**config.mk**
```make
export PLATFORM = sky130hd
export DESIGN_NAME = vedic_mul_pipe
export DESIGN_NICKNAME = d
export VERILOG_FILES = /design/src/rtl/vedic_mul_pipe.sv
export SDC_FILE = /design/constraint.sdc
export NUM_CORES = 1
export LEC_CHECK = 0
export ABC_AREA = 1
export BUFFER_PORTS_ARGS = -buffer_cell sky130_fd_sc_hd__buf_2
export CORE_MARGIN = 2
export CORE_UTILIZATION = 60
export DETAILED_ROUTE_END_ITERATION = 12
export GPL_TIMING_DRIVEN = 0
export PLACE_DENSITY = 0.9
export SYNTH_ARGS = -nofsm -noshare
export SYNTH_HDL_FRONTEND = slang
export SYNTH_SLANG_ARGS = --single-unit
```
**constraint.sdc**
```tcl
create_clock -name clk -period 6.9 [get_ports clk]
set_input_delay 0.69 -clock clk [delete_from_list [all_inputs] [get_ports clk]]
set_output_delay 0.69 -clock clk [all_outputs]
set_load 0.05 [all_outputs]
```
**src/rtl/vedic_mul_pipe.sv**
```systemverilog
// Pipelined Vedic (Urdhva-Tiryagbhyam) multiplier: 2x2 leaf cells, one recursion
// level per register stage, wrapped by magnitude extraction and sign restoration.
module vedic_mul_pipe #(
  parameter int WIDTH     = 8,
  parameter int SIGNED_EN = 1
) (
  input  logic               clk,
  input  logic               reset,
  input  logic [WIDTH-1:0]   a,
  input  logic [WIDTH-1:0]   b,
  input  logic               is_signed,
  input  logic               do_req,   // operation request; "do" is a reserved word
  input  logic               hold,
  output logic [2*WIDTH-1:0] result,
  output logic               done,
  output logic               busy
);
  localparam int LVLS = $clog2(WIDTH);

  function automatic logic [3:0] leaf2x2(input logic [1:0] x, input logic [1:0] y);
    logic cross_a, cross_b, top, carry;
    cross_a = x[1] & y[0];
    cross_b = x[0] & y[1];
    top     = x[1] & y[1];
    carry   = cross_a & cross_b;
    return {top & carry, top ^ carry, cross_a ^ cross_b, x[0] & y[0]};
  endfunction

  function automatic logic [2*WIDTH-1:0] apply_sign(input logic [2*WIDTH-1:0] mag,
                                                    input logic neg);
    return neg ? -mag : mag;
  endfunction

  logic               signed_op, neg_in;
  logic [WIDTH-1:0]   mag_a_p0, mag_b_p0;
  logic [LVLS:0]      vld_p, neg_p;

  assign signed_op = (SIGNED_EN != 0) && is_signed;
  assign neg_in    = signed_op && (a[WIDTH-1] ^ b[WIDTH-1]);

  // ---- stage 0: operand magnitudes; sign travels alongside valid ----
  always_ff @(posedge clk) begin
    if (!hold) begin
      mag_a_p0 <= (signed_op && a[WIDTH-1]) ? -a : a;
      mag_b_p0 <= (signed_op && b[WIDTH-1]) ? -b : b;
      neg_p    <= {neg_p[LVLS-1:0], neg_in};
    end
  end

  // ---- stages 1..LVLS: leaf products, then one combine level per stage ----
  for (genvar k = 1; k <= LVLS; k++) begin : g_lvl
    localparam int S = 1 << k;
    localparam int N = WIDTH / S;
    logic [2*S-1:0] nxt  [N][N];
    logic [2*S-1:0] prod [N][N];   // prod[i][j] = a-chunk i times b-chunk j

    for (genvar i = 0; i < N; i++) begin : g_row
      for (genvar j = 0; j < N; j++) begin : g_col
        if (k == 1) begin : g_leaf
          assign nxt[i][j] = leaf2x2(mag_a_p0[2*i +: 2], mag_b_p0[2*j +: 2]);
        end else begin : g_comb
          localparam int H = S / 2;
          logic [2*S-1:0] hh, hl, lh, ll;
          assign hh = {{S{1'b0}}, g_lvl[k-1].prod[2*i+1][2*j+1]};
          assign hl = {{S{1'b0}}, g_lvl[k-1].prod[2*i+1][2*j]};
          assign lh = {{S{1'b0}}, g_lvl[k-1].prod[2*i][2*j+1]};
          assign ll = {{S{1'b0}}, g_lvl[k-1].prod[2*i][2*j]};
          assign nxt[i][j] = (hh << S) + ((hl + lh) << H) + ll;
        end
      end
    end

    always_ff @(posedge clk) begin
      if (!hold) prod <= nxt;
    end
  end

  // ---- control: per-stage valid and done; hold freezes everything ----
  always_ff @(posedge clk) begin
    if (reset) begin
      vld_p <= '0;
      done  <= 1'b0;
    end else if (!hold) begin
      vld_p <= {vld_p[LVLS-1:0], do_req};
      done  <= vld_p[LVLS];
    end
  end

  // ---- final stage: sign correction; result only moves with a new done ----
  always_ff @(posedge clk) begin
    if (reset)
      result <= '0;
    else if (!hold && vld_p[LVLS])
      result <= apply_sign(g_lvl[LVLS].prod[0][0], neg_p[LVLS]);
  end

  assign busy = (|vld_p) | done;

endmodule

```
; Word level (Yosys, flattened, before mapping)
; Index checks and enable logic that the tools add are counted.
[totals]
reg_bits = 153
latchBits = 0
mem_bits_rw = 0
rom_bits = 0
elab_cells = 184
n_memories = 0
[op_classes]
addsub = 18
n_mul = 0
div_mod_pow = 0
magnitude_cmp = 0
eq_ne = 0
shift = 0
muxes = 3
bitwise = 130
n_reduce_logical = 6
[op_table]
columns = op, count
row1 = $and A1 B1 Y1, 96
row2 = $xor A1 B1 Y1, 33
row3 = $add A8 B4 Y8, 4
row4 = $add A8 B7 Y8, 4
row5 = $add A4 B4 Y5, 4
row6 = $add A16 B13 Y16, 1
row7 = $add A16 B8 Y16, 1
row8 = $mux W16, 1
row9 = $mux W8, 2
row10 = $neg A16 Y16, 1
row11 = $neg A8 Y8, 2
row12 = $add A8 B8 Y9, 1
row13 = $logic_and A1 B1 Y1, 4
row14 = $reduce_or A4 Y1, 1
row15 = $logic_not A1 Y1, 1
row16 = $or A1 B1 Y1, 1

; Depth between registers and ports, before layout
; Gate-level depths: netlist of run 1.
[logic_depth]
word_depth = 3
depth_mapped = 19

; Least setup slack after synthesis of run 1
; Ideal clock, no wire load.
[synth_timing]
path_kind = input port to flip-flop
startpoint = input hold
endpoint = register result[9]
setup_ps = 109
arrival_time_ps = 2939
required_ps = 6791
path_slack_ps = 3853
stages = 7
path_buffers = 1
cell_sequence = inv_2 > nand2_1 > inv_2 > buf_2 > nand3_1 > nand2_1 > inv_1
[synth_via]
elab_chain_cells = 2
[synth_lines]
columns = element, line
row1 = start: declaration, 13  ; input logic hold,
row2 = $logic_not A1 Y1, 93  ; else if (!hold && vld_p[LVLS])
row3 = $logic_and A1 B1 Y1, 93
row4 = end signal: assignment, 94  ; result <= apply_sign(g_lvl[LVLS].prod[0][0], neg_p[LVLS]);
row5 = end: declaration, 14  ; output logic [2*WIDTH-1:0] result,
; Every way passes these cells.
; A chain may end at the register's enable or synchronous reset.

==> out/metrics.yaml, run 1 <==
synth_edf_count: 132
cp-start-kind: "flop"
grt_pass1_wl_um: 25400
grt_overflow: 0
setup_ws_ns: 3.89
antenna_found_initial: 0
tightest_slew_ns: 0.560
postSynthAreaPerCell_um2: 10.2
grt_pass1_vias: 5700
r2r_cells: 18
cts.sinks: 153
async_reset_ff_share_pct: 0
wirelength_um: 15500
skew_ns: 0.00700
hold_path_end: "g_lvl[2].prod[24]"
maxCapViolCount: 0
p_int_mw: 2.23
netlist_area_um2: 8360
ir_drop_mv: 0.188
post_cts_buffers: 0
seq_power_share_pct: 39.0
area_growth_pct: 12.8
outcome: "finished clean"
dp_hpwl_um: 10500
yosysTopAreaCell: "edfxtp_1"
ys.flop_type: "edfxtp_1"
final.fill_count: 928
num_vias: 5697
p_clk_share_pct: 30.6
power_mw: 3.28
endpoint_kind: "flop"
slew_violations: 0
numCtsBuffers: 17
synth_common_cells: "167 x nand2_1, 135 x inv_1, 132 x edfxtp_1"
sw_frac_of_total_pct: 32.0
holdBufCountCts: 0
timing.hold.ws_ns: 0.419
crit_arrival_ns: 3.19
period_minus_slack_ns: 3.01
htree_levels: 4
clk_pin_slew_ns: 0.06
n_antenna_cell: 0
place_area_um2: 8800
yosysWarnings: 0
r2r_slack_ns: 3.89
crit_required_ns: 7.08
p_switching_mw: 1.05
max_slew_margin_pct: 62.6
grt_use_total_pct: 22.4
cts_tree: "built"
drc: 0
io_buffer_count: 37
grt_max_degree: 116
hold_class: "reg -> reg"
drt_first_pass_iters: 7
die_w_um: 122
synthDistinctLibCells: 35
final_util_pct: 68.8
core_region_area_um2: 13700
dieArea_um2: 14900
fin_tns_setup_ns: 0
synthTopCellsByArea: "edfxtp_1 47%, ha_1 13%, nand2_1 7.5%, inv_1 6.1%, dfxtp_1 5.0%"
max_freq_mhz: 332
reg2reg_to: "g_lvl[3].prod[14]"
r2r-start: "g_lvl[2].prod[8]"
fin_crit_sh_pct: 43.6
syn-num-nets: 939
synth_top_cell_area_share_pct: 47.4
ctsResizeCount: 0
cts_buffer_depth: 2
power_density_nw_per_um2: 348
setup_viol: 0
hold_viol: 0
dp.cells: 1036
root_buffer: "clkbuf_16"
dr.first_iter.drc_count: 414
p_comb_share_pct: 30.3
die_y_um: 122
p_leak_nw: 4.71
vias_per_cell: 5.33
path_class: "reg -> reg"
clk_latency_ns: 0.43
grt_setup_unrepaired: "false"
drive_gt1_share_pct: 9.12
initial_core_util_pct: 60.9
yosysMostFrequentCell: "nand2_1"
hold_depth: 0
netlist_instances: 818
crit_fanout: 5
pin_count: 39
rows: 43
yosys_register_bits: 153
place_ws_ns: 3.96
nNetsFinal: 996
design_area_um2: 9430
ant_nets: 0
gp_congestion: 0.833
ys_seq_area_share_pct: 52.4
wl_per_cell_um: 14.5
min_from: "g_lvl[1].prod[60]"
final_cells: 1068
-- critical path, cell delays in order (launching register included) --
cell      delay (ns)
edfxtp_1        0.33
ha_1            0.19
inv_1           0.07
fa_1            0.42
inv_1           0.08
nand3_1         0.06
nand2_1         0.11
nand2_1         0.08
a21oi_2         0.17
nand2_1         0.07
nand2_1         0.06
nand2_1         0.04
nand2_1         0.07
ha_1            0.29
nand2_1         0.11
a21oi_1         0.05
a21oi_1         0.24
nand3_1         0.17
xor2_1          0.17
-- layout by cell type, fill, tap and decap left out, types with 2 or more instances in the layout --
cell	instances
bufinv_16	5
xnor2_1	17
nand4_1	3
a21o_1	2
nand3_1	45
inv_1	135
clkbuf_1	18
nand2_1	167
nand2_2	2
o21ai_0	21
o21ai_1	2
buf_2	42
a21oi_1	37
buf_6	2
a31oi_1	2
ha_1	90
fa_1	10
o21bai_1	2
nor3_1	2
inv_6	4
clkinv_1	3
xor2_1	39
nor2_1	52
edfxtp_1	132
clkbuf_16	17
dfxtp_1	21
-- sequential cells by signal, summed over array words and instances, names as in the netlist --
name / flops
result: 16
g_lvl.prod: 112
mag_a_p0: 8
done: 1
vld_p: 4
neg_p: 4
mag_b_p0: 8
-- power groups by stage --
stage               Sequential (mW)  Clock [mW]  Combinational (mW)
floorplan                      1.29           0               0.739
global placement               1.29           0               0.902
detailed placement             1.30           0               0.957
CTS                            1.28        1.01               0.990
global route                   1.29        1.06                1.11
finish                         1.28        1.00               0.995
-- cells by family after synthesis --
kind of cell,Yosys count,synth area share (%)
compound gates,72,4.79
simple gates,277,13.6
xor+xnor,56,5.87
flops,153,52.4
fa+ha+maj,100,15.9
buf+inv,160,7.44
-- layer usage --
| layer | vias to the layer above | global-route usage [%] | share of wire [%] |
|---|---|---|---|
| li1 | 2794 | - | - |
| met1 | 2649 | 23.4 | 37 |
| met2 | 211 | 41.4 | 54 |
| met3 | 43 | 5.38 | 5.7 |
| met4 | 0 | 12.0 | 3.3 |
| met5 | - | 0 | 0 |
-- area by class of cell --
class / instances / area (µm²) / share of cell area, %
flip-flops and latches: 153 / 4380 / 46.5
multi-input cells: 505 / 3350 / 35.6
inverters: 137 / 519 / 5.50
clock buffers: 19 / 433 / 4.59
well taps: 180 / 225 / 2.39
repair buffers: 38 / 213 / 2.25
clock inverters: 13 / 198 / 2.10
plain buffers: 23 / 108 / 1.14
-- worst max path at each step --
| stage | start | to | slack (ns) | cells past startpoint |
|---|---|---|---|---|
| floorplan | hold | result[9] | 3.85 | 7 |
| global placement | hold | result[9] | 3.07 | 8 |
| detailed placement | g_lvl[2].prod[8] | g_lvl[3].prod[13] | 3.96 | 18 |
| CTS | g_lvl[2].prod[8] | g_lvl[3].prod[13] | 3.88 | 18 |
| global route | g_lvl[2].prod[8] | g_lvl[3].prod[13] | 3.65 | 18 |
| finish | g_lvl[2].prod[8] | g_lvl[3].prod[14] | 3.89 | 18 |
Power figures use the tool's default switching activity.
==> inputs of run 2 (changes only) <==
==> constraint.sdc (replaced) <==
create_clock -name clk -period 3.1 [get_ports clk]
set_input_delay 0.31 -clock clk [delete_from_list [all_inputs] [get_ports clk]]
set_output_delay 0.31 -clock clk [all_outputs]
set_load 0.05 [all_outputs]
==> run 2 against run 1 <==
Global-route usage is the same. Utilization grew 0.17 points. Cell area grew 0.25%. Die area is the same. Non-clock buffer count is the same. Combinational power grew 130%. Largest cell class unchanged. Largest power group unchanged.
==> out/metrics.yaml, run 2 (synthesis results as in run 1) <==
r2r-start: "g_lvl[2].prod[8]"
drive_gt1_share_pct: 9.68
path_buf_inv: 2
cp_common_cell: "nand2_1"
antenna_found_initial: 0
final_common_cell: "nand2_1"
ant_nets: 0
design_area_um2: 9460
tightest_slew_ns: 0.566
ir_drop_mv: 0.413
dieArea_um2: 14900
core_region_area_um2: 13700
max_slew_margin_pct: 62.3
nNetsFinal: 996
skew_ns: 0.00928
grt_pass1_wl_um: 25400
reg.largest.list: "g_lvl.prod (112), result (16)"
hold_viol: 0
cp-start-kind: "flop"
cp_slowest_stage_delay_ns: 0.36
hold_class: "in -> reg"
path_cells: "ha_2 > inv_1 > fa_2 > inv_1 > nand3_1 > nand2_1 > nand2_1 > a21oi_2 > nand2_1 > nand2_1 > nand2_1 > nand2_1 > ha_1 > nand2_1 > a21oi_1 > a21oi_2 > nand3_1 > xor2_1"
power_mw: 7.36
period_minus_slack_ns: 2.88
clk_latency_ns: 0.43
max_freq_mhz: 347
cp_slowest_cell: "fa_2"
die_y_um: 122
power_density_nw_per_um2: 778
grt_pass1_vias: 5700
path_class: "reg -> reg"
wl_per_cell_um: 14.6
vias_per_cell: 5.36
largest_reg_flops: 112
die_w_um: 122
outcome: "finished clean"
gp_congestion: 0.833
grt_overflow: 0
crit_arrival_ns: 3.06
post_cts_buffers: 0
maxCapViolCount: 0
mostFrequentLayoutCells: "167 x nand2_1, 135 x inv_1, 132 x edfxtp_1, 88 x ha_1, 51 x nor2_1"
n_antenna_cell: 0
dp_hpwl_um: 10500
cts_tree: "built"
timing.hold.ws_ns: 0.0764
root_buffer: "clkbuf_16"
num_vias: 5726
final.fill_count: 926
setup_viol: 0
place_area_um2: 8800
cts.sinks: 153
endpoint_kind: "flop"
cp-startpoint: "g_lvl[2].prod[8]"
initial_core_util_pct: 60.9
crit_required_ns: 3.28
rows: 43
dr.first_iter.drc_count: 406
htree_levels: 4
top_register: "g_lvl.prod"
drc: 0
holdBufCountCts: 0
grt_use_total_pct: 22.4
min_from: "b[0]"
slew_violations: 0
numCtsBuffers: 17
io_buffer_count: 37
area_growth_pct: 13.1
grt_max_degree: 116
wirelength_um: 15600
clk_pin_slew_ns: 0.06
crit_fanout: 5
cpLargestDelayFamily: "adder cells"
pin_count: 39
fin_crit_sh_pct: 93.0
cts_buffer_depth: 2
fin_tns_setup_ns: 0
p_leak_nw: 4.71
grt_setup_unrepaired: "false"
drt_first_pass_iters: 5
## run 2: cell counts in the layout (fill, tap and decap cells not counted)
No cell type changed its count.
## run 2: report_power, final
part           internal (mW)  switching, mW
clock network           1.42          0.815
logic                  0.878           1.39
registers               2.69          0.159
total                   5.00           2.37
## run 2: final timing paths
check	end	slack (ns)	cells after the start
worst min register to register	g_lvl[2].prod[8]	0.42	0
worst min-delay path	mag_b_p0[0]	0.08	1
worst max-delay path	g_lvl[3].prod[14]	0.22	18
worst max register to register	g_lvl[3].prod[14]	0.22	18
## run 2: layout make-up
type,instances,area (µm²),area share [%]
clock inverter,13,198,2.09
buffer,23,108,1.14
timing repair buffer,38,213,2.25
tap,180,225,2.38
sequential,153,4380,46.4
inverter,137,519,5.49
clock buffer,19,433,4.58
multi-input combinational,505,3380,35.7
## run 2: routing by layer
metal	track usage [%]	vias to the layer above	share of wire, %
li1	-	2791	-
met1	23.4	2691	38
met2	41.4	207	54
met3	5.38	37	5.4
met4	12.0	0	3.3
met5	0	-	0
## run 2: per-stage QoR
step	util, %	std cells	setup WS [ns]
after global routing	68.9	1068	0.00969
after floorplan	-	818	0.433
final	68.9	1068	0.216
after detailed placement	64.2	1036	0.159
after global placement	63.9	1035	-0.353
after CTS	68.8	1068	0.0754
## run 2: repair_timing
item,CTS,global route
endpoints found under the setup margin,0,2
endpoints found under the hold margin,0,0
gates resized for setup,0,5
